==> config.mk <==
export PLATFORM = sky130hd
export DESIGN_NAME = pwm_period_meter
export DESIGN_NICKNAME = d
export VERILOG_FILES = /design/src/rtl/pwm_period_meter.sv
export SDC_FILE = /design/constraint.sdc
export NUM_CORES = 1
export LEC_CHECK = 0
export ABC_AREA = 1
export BUFFER_PORTS_ARGS = -buffer_cell sky130_fd_sc_hd__buf_2
export CAP_MARGIN = 10
export CORE_MARGIN = 8
export CORE_UTILIZATION = 37
export CTS_CLUSTER_SIZE = 14
export DETAILED_ROUTE_END_ITERATION = 8
export PLACE_DENSITY = 0.55
export SYNTH_ARGS = -nofsm -noshare
export SYNTH_HDL_FRONTEND = slang
export SYNTH_SLANG_ARGS = --single-unit
==> constraint.sdc <==
create_clock -name clk -period 9 [get_ports clk]
set_input_delay 1.35 -clock clk [delete_from_list [all_inputs] [get_ports clk]]
set_output_delay 1.35 -clock clk [all_outputs]
set_load 0.005 [all_outputs]
==> src/rtl/pwm_period_meter.sv <==
// PWM period meter: recovers period, high time and volume code from a square/PWM input.
// Results are registered and announced by a one-cycle new_period strobe.
module pwm_period_meter #(
  parameter int unsigned WIDTH       = 32,
  parameter int unsigned SYNC_STAGES = 2,
  parameter int unsigned MIN_PERIOD  = 16,
  parameter int unsigned TIMEOUT     = 10_000_000
) (
  input  logic             clk,
  input  logic             reset,
  input  logic             pwm_in,
  output logic [WIDTH-1:0] period_out,
  output logic [WIDTH-1:0] high_out,
  output logic [3:0]       volume_out,
  output logic             new_period,
  output logic             locked,
  output logic             lost
);

  typedef enum logic {StHunt, StMeasure} state_e;

  state_e                 r_state, w_state_d;
  logic [SYNC_STAGES-1:0] r_sync;
  logic                   r_s_d;
  logic [WIDTH-1:0]       r_cnt, r_h_lat, w_dist;
  logic                   w_s, w_rise, w_fall;
  logic                   w_first, w_accept, w_timeout;

  function automatic int unsigned f_msb(input logic [WIDTH-1:0] x);
    f_msb = 0;
    for (int unsigned i = 0; i < WIDTH; i++) begin
      if (x[i]) f_msb = i;
    end
  endfunction

  // Inverse of the generator's H = P >> (16 - vol), compared by magnitude only.
  function automatic logic [3:0] f_vol(input logic [WIDTH-1:0] p, input logic [WIDTH-1:0] h);
    int unsigned mp, mh, d;
    mp = f_msb(p);
    mh = f_msb(h);
    if (h == '0) begin
      f_vol = 4'd0;
    end else if (mh >= mp) begin
      f_vol = 4'd15;
    end else begin
      d = mp - mh - 1;
      f_vol = (d > 15) ? 4'd0 : 4'(15 - d);
    end
  endfunction

  assign w_s    = r_sync[SYNC_STAGES-1];
  assign w_rise = w_s & ~r_s_d;
  assign w_fall = ~w_s & r_s_d;
  assign w_dist = (r_cnt == '1) ? r_cnt : r_cnt + WIDTH'(1);

  // State register
  always_ff @(posedge clk or posedge reset) begin
    if (reset) r_state <= StHunt;
    else       r_state <= w_state_d;
  end

  // Next-state logic
  always_comb begin
    w_state_d = r_state;
    case (r_state)
      StHunt:    if (w_rise) w_state_d = StMeasure;
      StMeasure: if (w_timeout) w_state_d = StHunt;
      default:   w_state_d = StHunt;
    endcase
  end

  // Event decode; an accepted rise pre-empts a coincident timeout.
  always_comb begin
    w_first   = (r_state == StHunt) && w_rise;
    w_accept  = (r_state == StMeasure) && w_rise && (w_dist >= WIDTH'(MIN_PERIOD));
    w_timeout = (r_state == StMeasure) && !w_accept && (r_cnt == WIDTH'(TIMEOUT - 1));
  end

  always_ff @(posedge clk or posedge reset) begin
    if (reset) begin
      r_sync     <= '0;
      r_s_d      <= 1'b0;
      r_cnt      <= '0;
      r_h_lat    <= '0;
      period_out <= '0;
      high_out   <= '0;
      volume_out <= '0;
      new_period <= 1'b0;
      locked     <= 1'b0;
      lost       <= 1'b0;
    end else begin
      r_sync     <= {r_sync[SYNC_STAGES-2:0], pwm_in};
      r_s_d      <= w_s;
      new_period <= w_accept;
      lost       <= w_timeout;

      if (w_first || w_accept)  r_cnt <= '0;
      else if (r_cnt != '1)     r_cnt <= r_cnt + WIDTH'(1);

      if (w_first || w_accept)                  r_h_lat <= '0;
      else if ((r_state == StMeasure) && w_fall) r_h_lat <= w_dist;

      if (w_accept) begin
        period_out <= w_dist;
        high_out   <= r_h_lat;
        volume_out <= f_vol(w_dist, r_h_lat);
        locked     <= 1'b1;
      end else if (w_timeout) begin
        locked     <= 1'b0;
      end
    end
  end

endmodule

# After elaboration in Yosys (flattened, before gate mapping)
# Index checks and enable logic that the tools add are counted.
[classes]
addsub = 4
mul = 0
n_div = 0
n_lt_le_gt_ge = 3
eq_ne = 3
n_shift = 0
mux = 77
n_bitwise = 5
n_reduce_logical = 12
[ops]
columns = ["operator", "count"]
rows = [
  ["2-to-1 mux 32 bit", 67],
  ["adder 32 x 1 -> 32 bit (second input constant)", 1],
  ["equality test 32 x 24 -> 1 bit (second input constant)", 1],
  ["equality test 32 bit (second input constant)", 1],
  [">= comparator 32 bit", 1],
  [">= comparator 32 x 5 -> 1 bit (second input constant)", 1],
  ["> comparator 32 x 4 -> 1 bit (second input constant)", 1],
  ["logical NOT 32 bit", 1],
  ["inequality test 32 bit (second input constant)", 1],
  ["subtractor 32 x 1 -> 32 bit (second input constant)", 1],
  ["subtractor 32 bit", 1],
  ["2-to-1 mux 4 bit", 3],
  ["logical AND 1 bit", 6],
  ["2-to-1 mux 1 bit", 6],
  ["nonzero test 2 bit", 3],
  ["subtractor 4 bit (first input constant)", 1],
  ["inverter 1 bit", 3],
  ["AND 1 bit", 2],
  ["case mux 1 bit (2 select lines)", 1],
  ["logical NOT 1 bit", 1],
  ["logical OR 1 bit", 1],
]
[word_totals]
ff_bits = 139
latchBits = 0
mem_bits_rw = 0
rom_bits = 0
inputBits = 3
output_inout_bits = 71
elab_cells = 115
mem_count = 0

# Depth between registers and ports, before layout
# Gate-level depths: netlist (run 1).
[logic_depth]
word_depth = 40
depth_mapped = 48
mapped_depth_nobuf = 48

# Worst setup path after synthesis (run 1)
# OpenSTA, ideal clock, no wires.
[synth_timing]
path_kind = "register to register"
startpoint = "register r_cnt[0]"
endpoint = "register volume_out[0]"
setup_time_ns = 0.095
arrival_time_ns = 4.448
t_required_ns = 8.905
path_slack_ns = 4.457
stages_incl_launch_ff = 43
path_buffers = 1
period_less_slack_ns = 4.543
cell_sequence = "dfrtp_1 -> ha_1 -> nand2_1 -> nor2_4 -> nand2_2 -> nor2_4 -> nand2_1 -> clkbuf_1 -> nand2_1 -> inv_1 -> nand2_1 -> nand2_1 -> nand2_1 -> nand2_1 -> nand2_1 -> nand2_1 -> nand2_1 -> nand2_1 -> (+7 left out) -> nand2_1 -> nand2_1 -> nand2_1 -> nand2_1 -> nand2_1 -> nand2_1 -> nand2_1 -> nand2_1 -> nand2_1 -> nand2_1 -> nand2_1 -> ha_1 -> inv_1 -> fa_1 -> o21ai_0 -> fa_1 -> o31a_1 -> o31ai_1"
[synth_via]
elab_chain_cells = 40
elab_cells_between_ends = 45
cone_classes = "add/sub (4); order compare (3); eq/ne (1); mux (36); reduce/logical (1)"
[synth_lines]
columns = ["element", "line_no", "rtl"]
rows = [
  ["start: declaration", "25", "logic [WIDTH-1:0] r_cnt, r_h_lat, w_dist;"],
  ["start signal: assignment", "98", "else if (r_cnt != '1) r_cnt <= r_cnt + WIDTH'(1);"],
  ["adder 32 x 1 -> 32 bit or equality test 32 bit (tied branches)", "54", "assign w_dist = (r_cnt == '1) ? r_cnt : r_cnt + WIDTH'(1);"],
  ["2-to-1 mux 32 bit *", "54", ""],
  ["2-to-1 mux 1 bit", "32", "if (x[i]) f_msb = i;"],
  ["2-to-1 mux 32 bit (30 in a row)", "32", ""],
  ["2-to-1 mux 32 bit", "103", "if (w_accept) begin"],
  ["subtractor 32 bit", "46", "d = mp - mh - 1;"],
  ["subtractor 32 x 1 -> 32 bit", "46", ""],
  ["> comparator 32 x 4 -> 1 bit or subtractor 4 bit (tied branches)", "47", "f_vol = (d > 15) ? 4'd0 : 4'(15 - d);"],
  ["2-to-1 mux 4 bit", "47", ""],
  ["2-to-1 mux 4 bit", "43", "end else if (mh >= mp) begin"],
  ["2-to-1 mux 4 bit", "41", "if (h == '0) begin"],
  ["end signal: assignment", "106", "volume_out <= f_vol(w_dist, r_h_lat);"],
  ["end: declaration", "14", "output logic [3:0] volume_out,"],
]
# Mark *: on every way between the ends. The rest lies on a longest branch, timed or not. The select of a mux whose other input is x is not followed.
# A chain may end at the register's enable or synchronous reset.

# Worst setup path in the final report (run 1)
[layout_timing]
startpoint = "register r_cnt[0]"
endpoint = "register volume_out[3]"
# The elaborated chain is that of the path after synthesis.

==> results of run 1 <==
logic make-up after synthesis:
group	Yosys count	synth area share, %
AOI/OAI and AO/OA	145	12.4
xor gates and xnor gates	27	3.50
adders and majority gates	12	2.37
DFF	139	49.8
and+or+nand+nor	388	24.3
buffers and inverters	127	7.60
layout by cell type (no fill, tap or decap), types with 10 or more instances in the layout:
| master | instances |
|---|---|
| nand2_1 | 223 |
| dfrtp_1 | 139 |
| inv_1 | 99 |
| nor2_1 | 91 |
| o21ai_0 | 78 |
| buf_2 | 73 |
| o21ai_2 | 30 |
| xor2_1 | 21 |
| a21oi_1 | 21 |
| nand3_1 | 17 |
| clkbuf_16 | 17 |
| nor3_1 | 14 |
| nand4_1 | 10 |
| ha_1 | 10 |
per-layer routing:
layer  vias up  share of wire [%]  track usage (%)
met5         -                  0                0
met4         0                1.4             5.09
met3        26                4.6             4.31
met2       125                 44             25.2
met1      2610                 50             22.4
li1       2820                  -                -
layout make-up:
type / instances / area [um2] / area share (%)
well taps: 234 / 293 / 3.61
repair buffers: 76 / 388 / 4.78
inverters: 102 / 389 / 4.80
clock inverters: 6 / 111 / 1.37
clock buffers: 26 / 479 / 5.91
multi-input cells: 572 / 2980 / 36.7
flip-flops and latches: 139 / 3480 / 42.9
sequential cells by signal, summed over array words and instances, names as in the netlist:
signal      count
r_h_lat        32
locked          1
r_cnt          32
new_period      1
volume_out      4
r_state         1
period_out     32
lost            1
r_sync          2
r_s_d           1
high_out       32
power by group:
part | switching (mW) | internal, mW | total, mW
combinational | 0.463 | 0.277 | 0.740
clock | 0.262 | 0.451 | 0.713
sequential | 0.0382 | 0.682 | 0.720
total | 0.763 | 1.41 | 2.17
worst max-delay path: cells and delay by family (launching register included):
| family | cells | cell delay [ns] |
|---|---|---|
| AND/OR/NAND/NOR | 36 | 2.74 |
| adder cells (fa/ha/maj) | 4 | 1.26 |
| flip-flops | 1 | 0.39 |
| buffers and inverters | 2 | 0.37 |
| AO/OA/AOI/OAI | 3 | 0.66 |
final timing paths:
| path | cells past startpoint | slack [ns] | from | endpoint |
|---|---|---|---|---|
| max | 45 | 3.45 | r_cnt[0] | volume_out[3] |
| min | 0 | 0.37 | r_sync[0] | r_sync[1] |
| max reg2reg | 45 | 3.45 | r_cnt[0] | volume_out[3] |
| min reg2reg | 0 | 0.37 | r_sync[0] | r_sync[1] |
| max in group asynchronous | 3 | 6.64 | reset | period_out[28] |
| min in group asynchronous | 2 | 1.00 | reset | high_out[3] |
per-stage QoR:
step | hold WS [ns] | cells | power, mW | setup WS, ns
CTS | 0.362 | 1155 | 2.21 | 3.47
finish | 0.365 | 1155 | 2.17 | 3.45
global route | 0.375 | 1155 | 2.35 | 2.76
detailed placement | 0.348 | 1123 | 1.48 | 3.45
global placement | 0.354 | 1123 | 1.48 | 3.61
floorplan | 0.331 | 838 | 1.30 | 3.93
==> impl_metrics.toml, run 1 <==
[clock_tree]
htree_levels = 4
cts-resized-gates = 0
postCtsHoldBufs = 0
cts_buffers = 17
postCtsSetupBuffers = 0
cts.sinks = 139
cts_root_buf = "clkbuf_16"
cts_tree = "done"
clock_path_buffers = 2
path_clk_slew_ns = 0.06
clk_latency_ns = 0.42

[place]
gp_congestion = 0.915
post_dp_cell_area_um2 = 7520
numPortBuffers = 73
dp_hpwl_um = 13800

[sta]
fin_crit_ns = 5.55
setup_viol = 0
tightest_slew_ns = 0.910
fin_crit_sh_pct = 61.7
slew_headroom_pct = 39.3
max_freq_mhz = 180
skew_ns = 0.00887
rsz0062_at_grt = "false"
drv_slew = 0
fin_setup_tns_ns = 0
hold_viol_final = 0

[worst_setup_path]
cp.arrival_ns = 5.86
worstSetupPathType = "flop to flop"
start_kind = "flop"
end_kind = "flop"
crit_slowest_cell = "fa_1"
cp_data_required_time_ns = 9.31
slowest_delay_ns = 0.49
cp_common_cell = "nand2_1"
crit_fanout = 15

[synth]
ys.flop_type = "dfrtp_1"
synth_edf_count = 0
syn_area_um2 = 6980
ys_types = 38
synth_top_area_share_pct = 49.8
yosys_warnings = 0
syn-mean-instance-area_um2 = 8.33
yosysMostFrequentCell = "nand2_1"
synth-seq-cells = 139
ys_seq_area_share_pct = 49.8
synth_area_leaders = "dfrtp_1 (50%), nand2_1 (12%), o21ai_0 (5.6%), inv_1 (5.4%), nor2_1 (4.9%)"
ys_async_sr_fraction_pct = 100
syn-instance-count = 838
synth_commonest_cells = "nand2_1 (223), dfrtp_1 (139), inv_1 (100), nor2_1 (91), o21ai_0 (78)"
synth_area_leader_cell = "dfrtp_1"
syn_nets = 853

[route]
via_per_inst = 4.83
routed_wl_um = 18300
drt_iter0_drc = 366
drc = 0
drtPass1Iterations = 5
vias = 5581
antenna_left = 0
wire_per_inst_um = 15.8

[power_and_ir_drop]
p_leak_nw = 4.10
ir_worst_vdd_uv = 142
power_density_nw_per_um2 = 268

[global_routing]
grt_overflow = 0
antenna_found_initial = 0
grt_pass1_vias = 5712
grt_first_pass_wirelength_um = 30600
track_usage_pct = 16.5
grt_max_degree = 73

[min_path]
hold_class = "flop to flop"

[floorplan]
fp.dieW_um = 153
pin_count = 74
core-area_um2 = 18600
num_rows = 50
start_util_pct = 37.6
dieArea_um2 = 23500
die_h_um = 153

[finish]
drive_gt1_share_pct = 17.3
fin_area_um2 = 8110
fillCellCount = 1891
nets = 923
finalCoreUtilization_pct = 43.7
area_delta_synth_final_pct = 16.3
num_antenna_cells = 0

[job]
cap_viol_max_count = 0

[status]
run_status = "finished clean"
(Power assumes the default switching activity.)
==> run 2, diff against run 1 <==
--- a/config.mk
+++ b/config.mk
@@ -5,7 +5,7 @@
 export SDC_FILE = /design/constraint.sdc
 export NUM_CORES = 1
 export LEC_CHECK = 0
-export ABC_AREA = 1
+export ABC_AREA = 0
 export BUFFER_PORTS_ARGS = -buffer_cell sky130_fd_sc_hd__buf_2
 export CAP_MARGIN = 10
 export CORE_MARGIN = 8
==> constraint.sdc (replaced) <==
create_clock -name clk -period 5.4 [get_ports clk]
set_input_delay 0.81 -clock clk [delete_from_list [all_inputs] [get_ports clk]]
set_output_delay 0.81 -clock clk [all_outputs]
set_load 0.005 [all_outputs]
==> impl_metrics.toml, run 2 <==
[route]
antenna_left = 0
drc = 0
routed_wl_um = 19800
wire_per_inst_um = 17.8
vias = 5878
via_per_inst = 5.27
drt_iter0_drc = 403
drtPass1Iterations = 5

[place]
dp_slack_ns = 0.243
dp_hpwl_um = 14600
numPortBuffers = 73
dp.cells = 1079
post_dp_cell_area_um2 = 8300
gp_congestion = 0.891

[global_routing]
grt_max_degree = 92
grt_first_pass_wirelength_um = 32000
antenna_found_initial = 0
grt_overflow = 0
grt_pass1_vias = 5795
track_usage_pct = 16.5

[sta]
fin_crit_ns = 5.07
drv_slew = 0
max_freq_mhz = 197
setup_viol = 0
worst_slack_ns = 0.325
fin_setup_tns_ns = 0
slew_headroom_pct = 35.4
tightest_slew_ns = 0.970
hold_viol_final = 0
fin_crit_sh_pct = 94.0
skew_ns = 0.0115
rsz0062_at_grt = "false"

[worst_setup_path]
crit_slowest_cell = "or4_4"
cp_data_required_time_ns = 5.70
worstSetupPathType = "flop to flop"
cp_common_cell = "inv_1"
cp.arrival_ns = 5.38
start_kind = "flop"
slowest_delay_ns = 0.61
path_cells = "nand3_1 > or4_4 > a211oi_2 > xnor2_2 > nand4_1 > or4_1 > o2111ai_1 > nand3_1 > ha_1 > inv_1 > fa_1 > nor2b_1 > o21ai_0 > nand2b_1 > fa_1 > inv_1 > o2111ai_1 > inv_1 > o21ai_0 > a21oi_1 > mux2_4"
end_kind = "flop"
crit_fanout = 8

[synth]
yosys.area_share.adder_pct = 2.20
synth_area_leader_cell = "dfrtp_1"
synth_area_leaders = "dfrtp_1 (46%), mux2_4 (7.2%), nor2_1 (3.5%), o22ai_1 (3.3%), nand2_1 (2.9%)"
yosys_warnings = 0
syn-mean-instance-area_um2 = 10.1
yosysMostFrequentCell = "dfrtp_1"
synth_top_area_share_pct = 46.3
syn-instance-count = 742
synth_mux_area_share_pct = 10.4
syn_nets = 757
yosys.area_share.xor_xnor_pct = 3.72
synth_top_family_by_area = "simple AND/OR/NAND/NOR gates"
ys_async_sr_fraction_pct = 100
syn_area_um2 = 7510
synth-simple-area-share_pct = 17.9
synth_compound_area_share_pct = 14.0
synth_commonest_cells = "dfrtp_1 (139), nor2_1 (70), nand2_1 (59), inv_1 (53), o22ai_1 (40)"
ys.flop_type = "dfrtp_1"
synth_edf_count = 0
synth-seq-cells = 139
ys_types = 73
ys_seq_area_share_pct = 46.3

[floorplan]
fp.dieW_um = 158
dieArea_um2 = 25100
num_rows = 52
pin_count = 74
start_util_pct = 37.4
core-area_um2 = 20100
die_h_um = 158

[power_and_ir_drop]
power_density_nw_per_um2 = 387
p_leak_nw = 4.17
ir_worst_vdd_uv = 199
finalPower_mw = 3.47

[min_path]
hold_class = "flop to flop"

[finish]
nets = 848
fin_area_um2 = 8950
drive_gt1_share_pct = 24.5
fillCellCount = 1934
regArea_um2 = 3480
finalNonFillerCells = 1116
final_common_cell = "dfrtp_1"
area_delta_synth_final_pct = 19.2
multi_input_area_um2 = 3640
num_antenna_cells = 0
final_cell_mix = "dfrtp_1 (139), buf_2 (73), nor2_1 (70)"

[clock_tree]
cts_root_buf = "clkbuf_16"
cts_buffers = 17
postCtsHoldBufs = 0
cts.sinks = 139
cts_tree = "done"
clock_path_buffers = 2
clk_latency_ns = 0.42
htree_levels = 4
path_clk_slew_ns = 0.06

[job]
cap_viol_max_count = 0

[status]
run_status = "finished clean"
==> run 2: cell types whose count changed in the layout (fill, tap and decap cells not counted), moves of 12 or more <==
cell      before  now
a211oi_1       0   12
buf_4          3   39
inv_1         99   52
mux2_4         0   36
mux2i_1        0   22
nand2_1      223   59
nor2_1        91   70
o21ai_0       78   18
o21ai_2       30    0
o22ai_1        0   40
xnor2_1        5   19
==> run 2: where the power goes <==
part / internal, mW / total (mW) / leakage (nW) / switching, mW
clock: 0.744 / 1.21 / 0.292 / 0.461
combinational: 0.454 / 1.00 / 2.00 / 0.547
sequential: 1.15 / 1.26 / 1.87 / 0.105
total: 2.35 / 3.47 / 4.17 / 1.11
==> run 2: path summary, 6_finish.rpt <==
check	from	endpoint	slack, ns	depth (start not counted)
max	r_cnt[2]	volume_out[2]	0.33	21
min	r_sync[0]	r_sync[1]	0.36	0
max reg2reg	r_cnt[2]	volume_out[2]	0.33	21
min reg2reg	r_sync[0]	r_sync[1]	0.36	0
max in group asynchronous	reset	r_h_lat[19]	3.73	3
min in group asynchronous	reset	high_out[2]	0.54	2
==> run 2: cells by family (layout without fill, tap and decap cells) <==
logic type	after synthesis	count (layout)
compound gates	151	151
buf+inv	94	198
mux	60	60
xor+xnor	31	31
fa+ha+maj	12	12
simple gates	255	255
flops	139	139
==> run 2: repair_timing <==
item / 4_1_cts / 5_1_grt
setup buffers: 0 / 5
setup endpoints to repair: 0 / 4
resized for setup: 0 / 2
==> run 2: area by class of cell <==
type / instances / area share (%)
tap: 270 / 3.77
sequential: 139 / 38.9
timing repair buffer: 113 / 7.58
clock inverter: 12 / 1.82
multi-input combinational: 509 / 40.7
clock buffer: 20 / 4.99
inverter: 53 / 2.28
==> run 2: per-layer routing <==
layer  GRT usage, %  routed length (um)  vias up  part of all wire (%)
met5              0                   0        -                     0
met4           5.43                 371        0                   1.9
met3           3.85                1040       20                   5.3
met2           25.1                8930      150                    45
met1           22.6                9480     2866                    48
li1               -                   -     2842                     -
==> run 2: metrics by stage <==
stage	utilization (%)	hold slack, ns
floorplan	-	0.331
global placement	41.3	0.338
detailed placement	41.3	0.343
CTS	44.3	0.363
global route	44.5	0.364
finish	44.5	0.358
==> run 2: worst max-delay path, delay by kind of cell (launching register included) <==
kind            cells  cell delay, ns
fa+ha+maj           3            0.91
mux                 1            0.28
xor+xnor            1            0.22
buf+inv             3            0.22
compound gates      6            1.00
simple gates        7            1.85
flops               1            0.48
==> run 3, diff against run 2 <==
--- a/config.mk
+++ b/config.mk
@@ -6,7 +6,7 @@
 export NUM_CORES = 1
 export LEC_CHECK = 0
 export ABC_AREA = 0
-export BUFFER_PORTS_ARGS = -buffer_cell sky130_fd_sc_hd__buf_2
+export BUFFER_PORTS_ARGS = -buffer_cell sky130_fd_sc_hd__buf_4
 export CAP_MARGIN = 10
 export CORE_MARGIN = 8
 export CORE_UTILIZATION = 37
==> impl_metrics.toml, run 3 (same netlist as run 2, synthesis figures left out) <==
[power_and_ir_drop]
switching_power_mw = 1.14
share_comb_of_total_power_pct = 30.6
ir_worst_vdd_uv = 216
power_frac_clock_pct = 33.4
pwr-share-seq_pct = 36.0
p_leak_nw = 4.18
p_sw_share_pct = 32.6
p_int_mw = 2.36
power_density_nw_per_um2 = 383

[worst_setup_path]
crit_fanout = 10
end_kind = "flop"
r2r_slack_ns = 0.35
worstSetupPathType = "flop to flop"
cp_data_required_time_ns = 5.70
start_kind = "flop"
cp.arrival_ns = 5.35

[sta]
rsz0062_at_grt = "true"
hold_viol_final = 0
tightest_slew_ns = 1.02
drv_slew = 0
fin_crit_sh_pct = 93.5
setup_viol = 0
max_freq_mhz = 198
fin_crit_ns = 5.05
slew_headroom_pct = 31.5
skew_ns = 0.0109

[route]
vias = 5980
wire_per_inst_um = 19.1
routed_wl_um = 21300
via_per_inst = 5.35
drc = 0
antenna_left = 0
drtPass1Iterations = 5
drt_iter0_drc = 408

[status]
run_status = "finished clean"

[clock_tree]
clock_path_buffers = 2
path_clk_slew_ns = 0.06
cts_root_buf = "clkbuf_16"
cts.sinks = 139
cts_tree = "done"
htree_levels = 4
cts_buffers = 17
clk_latency_ns = 0.42

[floorplan]
pin_count = 74
start_util_pct = 37.4
fp.dieW_um = 158
dieArea_um2 = 25100
num_rows = 52
core-area_um2 = 20100
die_h_um = 158

[min_path]
hold_class = "flop to flop"

[finish]
num_antenna_cells = 0
fin_area_um2 = 9150
nets = 850
finalNonFillerCells = 1118
drive_gt1_share_pct = 24.9
area_delta_synth_final_pct = 21.8
final_common_cell = "dfrtp_1"
final_cell_mix = "dfrtp_1 (139), buf_4 (113), nor2_1 (70)"

[place]
dp.cells = 1082
post_dp_cell_area_um2 = 8510
gp_congestion = 0.934
dp_hpwl_um = 15800
numPortBuffers = 73

[global_routing]
grt_overflow = 0
grt_first_pass_wirelength_um = 34500
grt_pass1_vias = 5977
grt_max_degree = 95
track_usage_pct = 17.8
antenna_found_initial = 0

[job]
cap_viol_max_count = 0
-- run 3: critical path, cell delays in order (launching register included) --
cell and delay (ns):
dfrtp_1 0.41, ha_1 0.29, and4_1 0.27, nand4_1 0.25, nor2_1 0.10, buf_4 0.19
o32a_1 0.34, o211a_1 0.24, or4_1 0.53, o2111ai_1 0.11, nand3_1 0.15, ha_1 0.23
inv_1 0.07, fa_1 0.20, nor2b_1 0.07, o21ai_0 0.21, nand2b_1 0.11, fa_1 0.48
inv_1 0.04, o2111ai_1 0.10, inv_1 0.09, o21ai_0 0.08, a21oi_1 0.09, mux2_4 0.27
-- run 3: cell type report --
type                    instances  area [um2]
well taps                     270         338
repair buffers                115         888
clock buffers                  20         457
fillers                      1949       11000
flip-flops and latches        139        3480
multi-input cells             509        3650
clock inverters                12         139
inverters                      53         204
-- run 3: path summary, 6_finish.rpt --
path,startpoint,end,cells past startpoint
hold / removal,r_sync[0],r_sync[1],0
max in group asynchronous,reset,period_out[31],3
min in group asynchronous,reset,high_out[5],2
setup reg to reg,r_cnt[0],volume_out[2],23
hold reg to reg,r_sync[0],r_sync[1],0
setup / recovery,r_cnt[0],volume_out[2],23
-- run 3: routing by layer --
metal / share of wire, % / track usage, %
met1: 49 / 25.2
met2: 46 / 27.5
met3: 4.0 / 3.58
met4: 0.84 / 3.91
met5: 0 / 0
-- run 3: what timing repair did --
item,in CTS,in global routing
resized for setup,0,4
hold buffers,0,0
setup endpoints to repair,0,4
buffers inserted,0,4
-- run 3: power groups by stage --
stage | sequential, mW | combinational, mW | clock (mW)
4_1_cts | 1.26 | 1.08 | 1.20
6_report | 1.26 | 1.07 | 1.17
2_1_floorplan | 1.25 | 0.740 | 0
5_1_grt | 1.28 | 1.19 | 1.24
3_3_place_gp | 1.28 | 1.07 | 0
3_5_place_dp | 1.28 | 1.08 | 0
-- run 3: metrics by stage --
step / total power [mW] / hold WS [ns] / worst slack [ns] / util [%] / TNS (ns)
3_5_place_dp: 2.36 / 0.345 / 0.148 / 42.3 / 0
5_1_grt: 3.71 / 0.368 / -0.0288 / 45.5 / -0.0288
4_1_cts: 3.55 / 0.360 / 0.125 / 45.3 / 0
3_3_place_gp: 2.34 / 0.342 / 0.311 / 42.3 / 0
2_1_floorplan: 1.99 / 0.331 / 0.784 / - / 0
6_report: 3.50 / 0.352 / 0.350 / 45.5 / 0
